--- config.mk ---
export PLATFORM = sky130hd
export DESIGN_NAME = flit_injector
export DESIGN_NICKNAME = d
export VERILOG_FILES = /design/src/rtl/flit_injector.sv
export SDC_FILE = /design/constraint.sdc
export NUM_CORES = 1
export LEC_CHECK = 0
export BUFFER_PORTS_ARGS = -buffer_cell sky130_fd_sc_hd__buf_4
export CORE_UTILIZATION = 52
export DETAILED_ROUTE_END_ITERATION = 6
export HOLD_SLACK_MARGIN = 0.05
export PLACE_DENSITY = 0.75
export SETUP_SLACK_MARGIN = 0.15
export SLEW_MARGIN = 15
export SYNTH_ARGS = -nofsm -noshare
export SYNTH_HDL_FRONTEND = slang
export SYNTH_SLANG_ARGS = --single-unit
--- constraint.sdc ---
create_clock -name clk -period 2.1 [get_ports clk]
set_input_delay 0.42 -clock clk [delete_from_list [all_inputs] [get_ports clk]]
set_output_delay 0.42 -clock clk [all_outputs]
set_load 0.01 [all_outputs]
--- src/rtl/flit_injector.sv ---
// Serialises packet descriptors into per-VC HEAD/BODY/TAIL/HEADTAIL flits under on/off flow control.
// Optional INJECTOR_STATS_EN adds saturating flit and stall counters.
module flit_injector #(
    parameter int VC_NUM            = 2,
    parameter int VC_SIZE           = $clog2(VC_NUM),
    parameter int DEST_ADDR_SIZE_X  = 2,
    parameter int DEST_ADDR_SIZE_Y  = 2,
    parameter int HEAD_PAYLOAD_SIZE = 16,
    parameter int FLIT_DATA_SIZE    = DEST_ADDR_SIZE_X + DEST_ADDR_SIZE_Y + HEAD_PAYLOAD_SIZE,
    parameter int MAX_PKT_SIZE      = 16,
    parameter int SIZE_W            = $clog2(MAX_PKT_SIZE) + 1,
    parameter int FLIT_W            = 2 + VC_SIZE + FLIT_DATA_SIZE
) (
    input  logic                         clk,
    input  logic                         rst,
    input  logic                         pkt_valid_i,
    output logic                         pkt_ready_o,
    input  logic [VC_SIZE-1:0]           pkt_vc_i,
    input  logic [DEST_ADDR_SIZE_X-1:0]  pkt_x_dest_i,
    input  logic [DEST_ADDR_SIZE_Y-1:0]  pkt_y_dest_i,
    input  logic [HEAD_PAYLOAD_SIZE-1:0] pkt_head_pl_i,
    input  logic [SIZE_W-1:0]            pkt_size_i,
    input  logic [VC_NUM-1:0]            on_off_i,
    output logic [FLIT_W-1:0]            data_o,
    output logic                         valid_flit_o,
    output logic [VC_NUM-1:0]            vc_busy_o
`ifdef INJECTOR_STATS_EN
   ,output logic [31:0]                  flit_cnt_o,
    output logic [31:0]                  stall_cnt_o
`endif
);

    // Flit word layout: {label[1:0], vc_id, data}; HEAD data = {x_dest, y_dest, head_pl}.
    localparam logic [1:0] LBL_HEAD     = 2'd0;
    localparam logic [1:0] LBL_BODY     = 2'd1;
    localparam logic [1:0] LBL_TAIL     = 2'd2;
    localparam logic [1:0] LBL_HEADTAIL = 2'd3;

    typedef enum logic {IDLE, SEND} vc_state_t;

    generate
        if (FLIT_DATA_SIZE < 16) begin : g_width_check
            $error("flit_injector: FLIT_DATA_SIZE must be at least 16");
        end
    endgenerate

    logic [VC_NUM-1:0]              busy;
    logic [VC_NUM-1:0]              eligible;
    logic [VC_NUM-1:0][FLIT_W-1:0]  vc_flit;
    logic [VC_NUM-1:0]              vc_last;
    logic                           accept;
    logic [SIZE_W-1:0]              size_clip;
    logic                           grant_valid;
    logic [VC_SIZE-1:0]             grant;
    logic [VC_SIZE-1:0]             rr_reg;
    logic [VC_SIZE-1:0]             rr_next;

    assign pkt_ready_o = ~busy[pkt_vc_i];
    assign accept      = pkt_valid_i & pkt_ready_o;
    assign vc_busy_o   = busy;
    assign size_clip   = (pkt_size_i == '0)                       ? SIZE_W'(1) :
                         (pkt_size_i > SIZE_W'(MAX_PKT_SIZE))     ? SIZE_W'(MAX_PKT_SIZE) :
                                                                    pkt_size_i;

    genvar gi;
    generate
        for (gi = 0; gi < VC_NUM; gi++) begin : g_vc
            vc_state_t                    state_reg;
            logic [DEST_ADDR_SIZE_X-1:0]  x_reg;
            logic [DEST_ADDR_SIZE_Y-1:0]  y_reg;
            logic [HEAD_PAYLOAD_SIZE-1:0] pl_reg;
            logic [SIZE_W-1:0]            size_reg;
            logic [SIZE_W-1:0]            idx_reg;
            logic [7:0]                   seq_reg;
            logic [1:0]                   label;
            logic [FLIT_DATA_SIZE-1:0]    payload;

            assign busy[gi]     = (state_reg == SEND);
            assign eligible[gi] = busy[gi] & on_off_i[gi];
            assign vc_last[gi]  = (idx_reg == size_reg - 1'b1);
            assign label        = (size_reg == SIZE_W'(1)) ? LBL_HEADTAIL :
                                  (idx_reg == '0)          ? LBL_HEAD :
                                  vc_last[gi]              ? LBL_TAIL : LBL_BODY;
            assign payload      = (label == LBL_HEAD || label == LBL_HEADTAIL)
                                ? FLIT_DATA_SIZE'({x_reg, y_reg, pl_reg})
                                : FLIT_DATA_SIZE'({seq_reg, 8'(idx_reg)});
            assign vc_flit[gi]  = {label, VC_SIZE'(gi), payload};

            always_ff @(posedge clk or negedge rst) begin
                if (!rst) begin
                    state_reg <= IDLE;
                    x_reg     <= '0;
                    y_reg     <= '0;
                    pl_reg    <= '0;
                    size_reg  <= '0;
                    idx_reg   <= '0;
                    seq_reg   <= '0;
                end else if (accept && pkt_vc_i == VC_SIZE'(gi)) begin
                    state_reg <= SEND;
                    x_reg     <= pkt_x_dest_i;
                    y_reg     <= pkt_y_dest_i;
                    pl_reg    <= pkt_head_pl_i;
                    size_reg  <= size_clip;
                    idx_reg   <= '0;
                end else if (grant_valid && grant == VC_SIZE'(gi)) begin
                    idx_reg <= idx_reg + 1'b1;
                    if (vc_last[gi]) begin
                        state_reg <= IDLE;
                        seq_reg   <= seq_reg + 8'd1;
                    end
                end
            end
        end
    endgenerate

    // Round-robin: scan from rr_reg downward in offset so the smallest offset wins last.
    always_comb begin
        int cand;
        int nxt;
        grant_valid = 1'b0;
        grant       = '0;
        cand        = 0;
        for (int i = VC_NUM - 1; i >= 0; i--) begin
            cand = int'(rr_reg) + i;
            if (cand >= VC_NUM) cand = cand - VC_NUM;
            if (eligible[cand]) begin
                grant_valid = 1'b1;
                grant       = VC_SIZE'(cand);
            end
        end
        nxt = int'(grant) + 1;
        if (nxt >= VC_NUM) nxt = 0;
        rr_next = VC_SIZE'(nxt);
    end

    always_ff @(posedge clk or negedge rst) begin
        if (!rst) begin
            data_o       <= '0;
            valid_flit_o <= 1'b0;
            rr_reg       <= '0;
        end else begin
            valid_flit_o <= grant_valid;
            if (grant_valid) begin
                data_o <= vc_flit[grant];
                rr_reg <= rr_next;
            end
        end
    end

`ifdef INJECTOR_STATS_EN
    always_ff @(posedge clk or negedge rst) begin
        if (!rst) begin
            flit_cnt_o  <= '0;
            stall_cnt_o <= '0;
        end else begin
            if (grant_valid && flit_cnt_o != '1)
                flit_cnt_o <= flit_cnt_o + 32'd1;
            if ((|busy) && !grant_valid && stall_cnt_o != '1)
                stall_cnt_o <= stall_cnt_o + 32'd1;
        end
    end
`endif

endmodule

==> out/results.txt, run 1 <==
CTS Hold Bufs: 0
TritonCTS clock tree: yes
Largest fanout on the critical path: 8
Fin. Hold Viols: 0
Adder-cell share of the synthesized area: 0.0256
WL met2: 6.05 mm
Unrepaired setup endpoints after global routing: yes
# setup viols final: 0
Max Fclk: 488 MHz
Worst flop-to-flop path endpoint: g_vc[1].seq_reg[1]
Routed wire length on met3: 578 um
I/O pin count: 58
Dpl hpwl: 7.97 mm
Total clock buffers created by CTS: 9
Rows: 35
Status: finished clean
Placed instance count: 677
Vias: 4023
Post-synthesis sequential area ratio: 0.528
CTS HTree Levels: 3
DR DRC count: 0
Die Ht: 98.9 um
Leak: 3.02 nW
Clock sinks: 103
CP delay by family, top: simple AND/OR/NAND/NOR gates
CP Buf/Inv Count: 2
Period utilisation layout: 0.976
Uppermost layer routed: met4
Final Core Density: 0.660
Core Region: 9150 um^2
Vias in the first global route: 3910
Fin nets: 636
Total Power: 8.69 mW
IO Port Bufs: 57
Setup TNS: 0 ps
Clk_skew: 19.3 ps
Die area: 9790 um^2
Slowest stage delay, CP: 420 ps
Min Tclk post-route: 2050 ps
Synth-to-Final Area Change: 23.7%
Die Span X: 98.9 um
Yosys Warn Count: 0
Placed Instance Area: 5570 um^2
Final Instance Area: 6040 um^2
Critical Path Sink Type: flip-flop
TritonRoute pass-1 iters: 5
Post-route ant nets: 0
Worst skew pair latency: 380 ps
Largest net degree at the start of global routing: 104
Share of cells above drive strength 1: 0.253
Top cell type's share of synthesized area: 0.528
Critical path arrival: 2310 ps
Mapped Area: 4890 um^2
Initial antenna violation count: 0
Distinct cells, synth: 49
R2R setup slack: 50 ps
Number of flops mapped to enable cells by yosys: 0
Worst path slowest cell: dfrtp_1
Slew @ Worst Pin: 592 ps
Worst path cell trace: buf_4, buf_4, nor3_1, xnor2_1, o311ai_4, nor2_4, mux2_4
Initial core utilization: 0.534
CTS clk-pin slew, worst paths: 100 ps
Crit path required time: 2360 ps
Finished Layout Cells: 711
DRT Wirelength: 12.1 mm
Most used cell, CP: buf_4
Crit Path Class: flip-flop to flip-flop
CP startpoint kind: flip-flop
Area of the multi-input gates: 2300 um^2
Most common cell in the synthesized netlist: nand2_1
Max-Slew Margin vs Limit: 0.604
Worst hold path type: input pin to async pin
Max VDD drop: 0.553 mV
Antenna fix cells: 0
Drt via density: 5.66
Commonest cells in the netlist: nand2_1 (179), dfrtp_1 (103), clkbuf_1 (21)
Filler Cell Count: 697
GP Congestion: 0.893
Maximum clock path buffer count: 2
Synth area leader: dfrtp_1
Maxcap violations: 0
Synthesized instance count: 511
Largest family of logic cells by synthesized area: simple AND/OR/NAND/NOR gates
Met1 wire length: 5.31 mm
Avg Cell Area, Syn: 9.56 um^2
Post-DR wirelength/cell: 17.1 um
Pwr per Cell Area: 1440 nW/um^2
Worst r2r path cells: 7
Top_reg_cell synth: dfrtp_1
XOR/XNOR Fraction of Synth Area: 0.0574
FF-to-FF Start: g_vc[1].size_reg[0]
Tot GR Track Use: 0.257
Multiplexer share of the synthesized area: 0.0435
First-pass GRT wire length: 19.4 mm
FFs w/ async S/R, synth: 1.00
Max FFs per register: 32
Final Slew Violations: 0
Total congestion overflow: 0
Syn Nets: 552
Storage cell area: 2580 um^2
Cell chosen for the clock root: clkbuf_8
Synth Area in Compound Gates: 0.0930
#FFs+latches synth: 103
Post-Synth Simple-Gate Area: 0.222
DR iter-0 viols: 302
Synth top area cells: dfrtp_1 (53%), nand2_1 (14%), mux2i_1 (3.9%)
==> where the power goes <==
part	total (mW)	switching, mW	internal [mW]
combinational	3.98	2.02	1.96
sequential	3.50	0.705	2.80
clock	1.21	0.747	0.466
==> repair_timing <==
action                                  in CTS  in global routing
resized for setup                            9                 25
cloned                                       0                  0
buffers inserted                             5                 13
pin swaps                                    2                 11
endpoints found under the setup margin      27                 32
==> layout by cell type (no fill, tap or decap), types with 8 or more instances in the layout <==
| master | n |
|---|---|
| a22oi_1 | 8 |
| buf_4 | 97 |
| clkbuf_8 | 9 |
| dfrtp_1 | 101 |
| ha_1 | 8 |
| mux2i_1 | 19 |
| nand2_1 | 177 |
| nand3_1 | 12 |
| nor2_1 | 19 |
| o21ai_0 | 9 |
| o221ai_1 | 10 |
| xnor2_1 | 12 |
| xor2_1 | 18 |
==> worst register-to-register path, cell delays in order, from the launching register on <==
cell,delay (ps)
dfrtp_1,420
buf_4,150
buf_4,140
nor3_1,240
xnor2_1,230
o311ai_4,240
nor2_4,210
mux2_4,310
==> worst max-delay path by stage <==
stage / slack [ps] / start / endpoint / cells after the start
final: 50 / g_vc[1].size_reg[0] / g_vc[1].seq_reg[1] / 7
after CTS: 150 / g_vc[1].size_reg[0] / g_vc[1].seq_reg[1] / 7
after floorplan: 90 / g_vc[0].size_reg[0] / g_vc[0].seq_reg[1] / 6
after detailed placement: -20 / g_vc[1].size_reg[1] / g_vc[1].seq_reg[1] / 7
after global routing: -10 / g_vc[1].size_reg[0] / g_vc[1].seq_reg[1] / 7
after global placement: 100 / g_vc[1].size_reg[0] / g_vc[1].seq_reg[1] / 7
==> area by class of cell <==
cell class                 instances  share of cell area
tap                              111              0.0230
sequential                       103               0.427
clock buffer                       9              0.0205
multi-input combinational        371               0.381
timing repair buffer             101               0.131
inverter                           9             0.00559
clock inverter                     7              0.0126
==> cells by family (layout without fill, tap and decap cells) <==
kind of cell / after synthesis / in the layout
simple gates: 250 / 250
flops: 103 / 103
compound gates: 58 / 58
buf+inv: 37 / 126
xor+xnor: 32 / 32
mux: 21 / 21
fa+ha+maj: 10 / 10
==> through the flow <==
step / setup WS [ps] / hold WS (ps)
detailed placement: -25.0 / 457
CTS: 149 / 105
global route: -11.1 / 141
global placement: 104 / 454
floorplan: 86.8 / 124
finish: 50.1 / 61.6
==> routing by layer <==
layer  track usage  vias to the layer above
met4        0.0953                        0
li1              -                     1887
met5             0                        -
met1         0.346                     1981
met2         0.421                      139
met3        0.0418                       16
Power figures use the tool's default switching activity.
==> run 2, diff against run 1 <==
--- a/config.mk
+++ b/config.mk
@@ -6,10 +6,11 @@
 export NUM_CORES = 1
 export LEC_CHECK = 0
 export BUFFER_PORTS_ARGS = -buffer_cell sky130_fd_sc_hd__buf_4
-export CORE_UTILIZATION = 52
+export CORE_UTILIZATION = 54
+export CTS_BUF_LIST = sky130_fd_sc_hd__clkbuf_4
 export DETAILED_ROUTE_END_ITERATION = 6
 export HOLD_SLACK_MARGIN = 0.05
-export PLACE_DENSITY = 0.75
+export PLACE_DENSITY = 0.82
 export SETUP_SLACK_MARGIN = 0.15
 export SLEW_MARGIN = 15
 export SYNTH_ARGS = -nofsm -noshare
==> run 2 against run 1 <==
Net effect:
- clock-buffer cell count did not move
- largest cell class unchanged
- total power fell by 1.3%
- non-clock buffer count fell by 3
- global-route usage rose by 1.4 points
- clock skew barely moved
- die area fell by 3.6%
- wire length rose by 4.1%
- setup slack got worse by 49 ps
- first-iteration DRC count fell by 24%
==> out/results.txt, run 2 (synthesis gave the netlist of run 1 again) <==
Worst flop-to-flop path endpoint: g_vc[1].seq_reg[1]
Total congestion overflow: 0 (unchanged)
Post-route ant nets: 0 (unchanged)
Drt via density: 5.80 (+2.6%)
Hold Path Depth: 3
Clk_skew: 19.6 ps (+0.335 ps)
Worst setup slack after layout: 0.614 ps (-49.5 ps)
Critical path arrival: 2470 ps (+160 ps)
Leak: 2.98 nW (-1.4%)
Cell chosen for the clock root: clkbuf_4
Vias: 4091 (+1.7%)
WHS: 132 ps (+70.6 ps)
Die Ht: 97.1 um (-1.8%)
HP Start: pkt_head_pl_i[2]
Max FFs per register: 32 (unchanged)
Post-DR wirelength/cell: 17.9 um (+5.0%)
Post-Place Worst Slack: -43.1 ps (-18.1 ps)
Vias in the first global route: 4248 (+8.6%)
TritonCTS clock tree: yes
Total Power: 8.58 mW (-1.3%)
Max-Slew Margin vs Limit: 0.586 (-0.0180)
Critical Path Sink Type: flip-flop
Antenna fix cells: 0 (unchanged)
Pwr per Cell Area: 1440 nW/um^2 (-0.17%)
Dpl hpwl: 8.24 mm (+3.4%)
Min Tclk post-route: 2100 ps (+49.5 ps)
CP startpoint kind: flip-flop
Die Span X: 97.1 um (-1.8%)
Share of cells above drive strength 1: 0.251 (-0.00208)
Final Core Density: 0.685 (+0.0249)
GP Congestion: 0.851 (-4.8%)
Worst hold path type: input pin to flip-flop
IO Port Bufs: 57 (unchanged)
DR iter-0 viols: 229 (-24%)
TritonRoute pass-1 iters: 5 (unchanged)
Top Usage Layer GRT: met2
DRT Wirelength: 12.6 mm (+4.1%)
Period utilisation layout: 1.00 (+0.0236)
Max Fclk: 476 MHz (-2.4%)
Synth-to-Final Area Change: 22.3%
Met1 Track Usage GR: 0.344 (-0.00105)
CTS HTree Levels: 3 (unchanged)
Crit Path Class: flip-flop to flip-flop
Fin. Hold Viols: 0 (unchanged)
Clock sinks: 103 (unchanged)
Maximum clock path buffer count: 2 (unchanged)
Max VDD drop: 0.512 mV (-7.4%)
Final Slew Violations: 0 (unchanged)
First-pass GRT wire length: 20.3 mm (+4.6%)
Worst skew pair latency: 470 ps (+90 ps)
FF-to-FF Start: g_vc[1].size_reg[1]
Rows: 34 (-2.9%)
Largest fanout on the critical path: 8 (unchanged)
Core Region: 8720 um^2 (-4.7%)
Crit path required time: 2470 ps (+110 ps)
Met2 GRT Util: 0.459 (+0.0382)
Maxcap violations: 0 (unchanged)
Fin nets: 633 (-0.47%)
CTS clk-pin slew, worst paths: 170 ps (+70 ps)
Commonest cells after routing, fill and taps aside: nand2_1 (177), dfrtp_1 (100), buf_4 (93)
Die area: 9430 um^2 (-3.6%)
DR DRC count: 0 (unchanged)
Status: finished clean
Largest net degree at the start of global routing: 48 (-54%)
Initial antenna violation count: 0 (unchanged)
Met3 Track Usage GR: 0.0338 (-0.00803)
Worst r2r path cells: 7 (unchanged)
Total clock buffers created by CTS: 9 (unchanged)
Tot GR Track Use: 0.271 (+0.0143)
Unrepaired setup endpoints after global routing: yes
I/O pin count: 58 (unchanged)
Hold worst-path end: g_vc[0].pl_reg[2]
Slew @ Worst Pin: 621 ps (+28.8 ps)
R2R setup slack: 0.6 ps (-50 ps)
# setup viols final: 0 (unchanged)
Initial core utilization: 0.560 (+0.0264)
Commonest non-fill, non-tap cell in the layout: nand2_1
-- run 2: cell types whose count changed in the layout (fill, tap and decap cells not counted), sizes merged --
| cell | change |
|---|---|
| buf | -4 |
| bufinv | +1 |
| clkinv | -3 |
| clkinvlp | +1 |
| dlygate4sd3 | +1 |
| inv | +1 |
-- run 2: per-layer routing --
metal / vias to the layer above / share of wire
li1: 1886 / -
met3: 49 / 0.056
met5: - / 0
met4: 0 / 0.039
met1: 1977 / 0.40
met2: 179 / 0.51
-- run 2: worst max-delay path by stage --
| stage | startpoint | to | slack, ps | cells after the start |
|---|---|---|---|---|
| after floorplan | g_vc[0].size_reg[0] | g_vc[0].seq_reg[1] | 90 | 6 |
| after global placement | g_vc[1].size_reg[0] | g_vc[1].seq_reg[1] | 120 | 7 |
| after detailed placement | g_vc[1].size_reg[1] | g_vc[1].seq_reg[1] | -40 | 7 |
| after CTS | g_vc[1].size_reg[0] | g_vc[1].seq_reg[1] | 150 | 7 |
| after global routing | g_vc[1].size_reg[0] | g_vc[1].seq_reg[1] | -30 | 7 |
| final | g_vc[1].size_reg[1] | g_vc[1].seq_reg[1] | 0.6 | 7 |
-- run 2: metrics by stage --
step                instances  setup TNS [ps]  area, um^2
floorplan                 511               0        4910
global placement          675               0        5580
detailed placement        675           -52.3        5580
CTS                       698               0        5850
global route              705           -50.7        5980
finish                    705               0        5980
-- run 2: area by class of cell --
type | count | area, um^2
fillers | 622 | 2740
flip-flops and latches | 103 | 2580
multi-input cells | 371 | 2310
repair buffers | 98 | 771
well taps | 108 | 135
clock inverters | 7 | 77.6
clock buffers | 9 | 67.6
inverters | 9 | 33.8
-- run 2: worst max-delay path, stage by stage (launching register included) --
cell,delay (ps)
dfrtp_1,430
inv_2,100
ha_4,160
nand4bb_1,230
a211oi_2,360
o311ai_4,250
nor2_4,170
mux2_4,310
-- run 2: timing repair --
item / CTS / global route
pin swaps: 3 / 13
endpoints found under the hold margin: 44 / 0
endpoints found under the setup margin: 29 / 30
setup buffers: 6 / 7
resized for setup: 15 / 21
hold buffers: 1 / 0
-- run 2: power by group --
part / leakage, nW / switching, mW / internal [mW] / total [mW]
logic: 1.58 / 2.10 / 1.91 / 4.01
registers: 1.32 / 0.702 / 2.79 / 3.49
clock network: 0.0773 / 0.699 / 0.376 / 1.07
total: 2.98 / 3.50 / 5.08 / 8.58
==> run 3, diff against run 2 <==
--- a/config.mk
+++ b/config.mk
@@ -6,11 +6,11 @@
 export NUM_CORES = 1
 export LEC_CHECK = 0
 export BUFFER_PORTS_ARGS = -buffer_cell sky130_fd_sc_hd__buf_4
-export CORE_UTILIZATION = 54
+export CORE_UTILIZATION = 60
 export CTS_BUF_LIST = sky130_fd_sc_hd__clkbuf_4
 export DETAILED_ROUTE_END_ITERATION = 6
 export HOLD_SLACK_MARGIN = 0.05
-export PLACE_DENSITY = 0.82
+export PLACE_DENSITY = 0.86
 export SETUP_SLACK_MARGIN = 0.15
 export SLEW_MARGIN = 15
 export SYNTH_ARGS = -nofsm -noshare
==> constraint.sdc (replaced) <==
create_clock -name clk -period 2.2 [get_ports clk]
set_input_delay 0.44 -clock clk [delete_from_list [all_inputs] [get_ports clk]]
set_output_delay 0.44 -clock clk [all_outputs]
set_load 0.01 [all_outputs]
==> run 3 against run 2 <==
Net effect:
- non-clock buffer count shrank 9
- combinational power shrank 13%
- first-iteration DRC count grew 30%
- core utilization grew 6.3 points
- sequential share of layout area grew 0.95 points
- final cell count shrank 2.3%
- setup slack gained 190 ps
- total power shrank 7.8%
- die area shrank 9.8%
- final area shrank 2.2%
==> out/results.txt, run 3 (synthesis gave the netlist of run 1 again) <==
IO Port Bufs: 57 (unchanged)
Die area: 8510 um^2 (-9.8%)
Final Instance Area: 5850 um^2 (-2.2%)
Drt via density: 5.93 (+2.1%)
Largest net degree at the start of global routing: 43 (-10%)
Min Tclk post-route: 2000 ps (-94.5 ps)
Initial antenna violation count: 0 (unchanged)
Max Fclk: 499 MHz (+4.7%)
Total congestion overflow: 0 (unchanged)
CP startpoint kind: flip-flop
Fin nets: 624 (-1.4%)
Max VDD drop: 0.594 mV (+16%)
Slew @ Worst Pin: 806 ps (+185 ps)
FF-to-FF Start: g_vc[0].idx_reg[1]
I/O pin count: 58 (unchanged)
Core Region: 7810 um^2 (-10%)
Max-Slew Margin vs Limit: 0.461 (-0.125)
Crit path from: g_vc[0].idx_reg[1]
First-pass GRT wire length: 20.2 mm (-0.24%)
DR iter-0 viols: 297 (+30%)
Post-DR wirelength/cell: 18.2 um (+1.6%)
Rows: 32 (-5.9%)
Period utilisation layout: 0.911 (-0.0884)
Max FFs per register: 32 (unchanged)
Maximum clock path buffer count: 2 (unchanged)
Total Power: 7.91 mW (-7.8%)
Crit path required time: 2540 ps (+70 ps)
Commonest cells after routing, fill and taps aside: nand2_1 (178), dfrtp_1 (101), buf_4 (84), xor2_1 (19), nor2_1 (19)
Synth-to-Final Area Change: 19.6%
CTS clk-pin slew, worst paths: 150 ps (-20 ps)
Clk_skew: 13.1 ps (-6.56 ps)
Final Slew Violations: 0 (unchanged)
Finished Layout Cells: 689 (-2.3%)
Initial core utilization: 0.626 (+0.0655)
Post-Place Worst Slack: 71.7 ps (+115 ps)
Total clock buffers created by CTS: 9 (unchanged)
CTS HTree Levels: 3 (unchanged)
DR DRC count: 0 (unchanged)
Crit Path Class: flip-flop to flip-flop
Unrepaired setup endpoints after global routing: no
HP Start: pkt_head_pl_i[14]
Cell chosen for the clock root: clkbuf_4
DRT Wirelength: 12.5 mm (-0.71%)
Worst hold path type: input pin to flip-flop
Vias: 4083 (-0.20%)
Status: finished clean
Setup TNS: 0 ps (unchanged)
Filler Cell Count: 551 (-11%)
Die Span X: 92.2 um (-5.0%)
Critical path arrival: 2340 ps (-130 ps)
Post-route ant nets: 0 (unchanged)
Antenna fix cells: 0 (unchanged)
Tot GR Track Use: 0.314 (+0.0425)
Largest fanout on the critical path: 5 (-3)
Critical Path Sink Type: flip-flop
Worst skew pair latency: 470 ps (about the same)
Share of cells above drive strength 1: 0.216 (-0.0349)
TritonRoute pass-1 iters: 5 (unchanged)
Placed instance count: 669 (-0.89%)
# setup viols final: 0 (unchanged)
Maxcap violations: 0 (unchanged)
Die Ht: 92.2 um (-5.0%)
Fin. Hold Viols: 0 (unchanged)
Clock sinks: 103 (unchanged)
Pwr per Cell Area: 1350 nW/um^2 (-5.7%)
GP Congestion: 0.903 (+6.2%)
Dpl hpwl: 8.41 mm (+2.1%)
Commonest non-fill, non-tap cell in the layout: nand2_1
Worst setup slack after layout: 195 ps (+195 ps)
Vias in the first global route: 4132 (-2.7%)
TritonCTS clock tree: yes
Leak: 2.95 nW (-1.0%)
Placed Instance Area: 5560 um^2 (-0.31%)
==> run 3: cell types whose count changed in the layout (fill, tap and decap cells not counted), sizes merged <==
cell	before	now
buf	97	87
bufinv	1	2
clkinv	2	1
inv	12	10
clkbuf	9	11
==> run 3: where the power goes <==
part	leakage [nW]	internal [mW]	switching, mW
logic	1.54	1.62	1.86
clock network	0.0829	0.470	0.625
registers	1.32	2.67	0.678
total	2.95	4.75	3.16
==> run 3: repair_timing <==
action / CTS / global route
endpoints found under the hold margin: 39 / 0
pin swaps: 0 / 11
endpoints found under the setup margin: 4 / 29
buffers inserted: 1 / 2
gates resized for setup: 3 / 19
hold buffers: 1 / 0
gates cloned: 0 / 1
==> run 3: critical path: stages, from the launching register on <==
cell and delay [ps]:
dfrtp_1 450, inv_1 140, ha_1 180, or4b_4 490, nand2_2 120, clkbuf_4 190
mux2i_1 190, o221ai_1 130
==> run 3: layer usage <==
layer / GRT usage / vias up / wire [um] / part of all wire
li1: - / 1861 / - / -
met1: 0.395 / 2011 / 5040 / 0.40
met4: 0.133 / 0 / 377 / 0.030
met3: 0.0680 / 36 / 749 / 0.060
met5: 0 / - / 0 / 0
met2: 0.524 / 175 / 6370 / 0.51
==> run 3: per-stage QoR <==
stage | util | hold slack (ps)
floorplan | - | 144
global placement | 0.712 | 451
detailed placement | 0.712 | 458
CTS | 0.737 | 146
global route | 0.749 | 134
finish | 0.749 | 159
==> run 3: final timing paths <==
path	cells past startpoint	to	slack, ps
min in group asynchronous	2	g_vc[0].size_reg[3]	480
max	7	data_o[8]	200
max in group asynchronous	3	g_vc[1].pl_reg[8]	1110
min	3	g_vc[0].pl_reg[14]	160
max reg2reg	7	data_o[8]	200
min reg2reg	2	data_o[19]	480
==> run 3: final cells by class <==
cell class / instances / area (um^2) / share of cell area
Sequential cell: 103 / 2580 / 0.441
Multi-Input combinational cell: 371 / 2260 / 0.386
Timing Repair Buffer: 89 / 691 / 0.118
Tap cell: 102 / 128 / 0.0218
Clock inverter: 5 / 81.3 / 0.0139
Clock buffer: 10 / 75.1 / 0.0128
Inverter: 9 / 33.8 / 0.00578
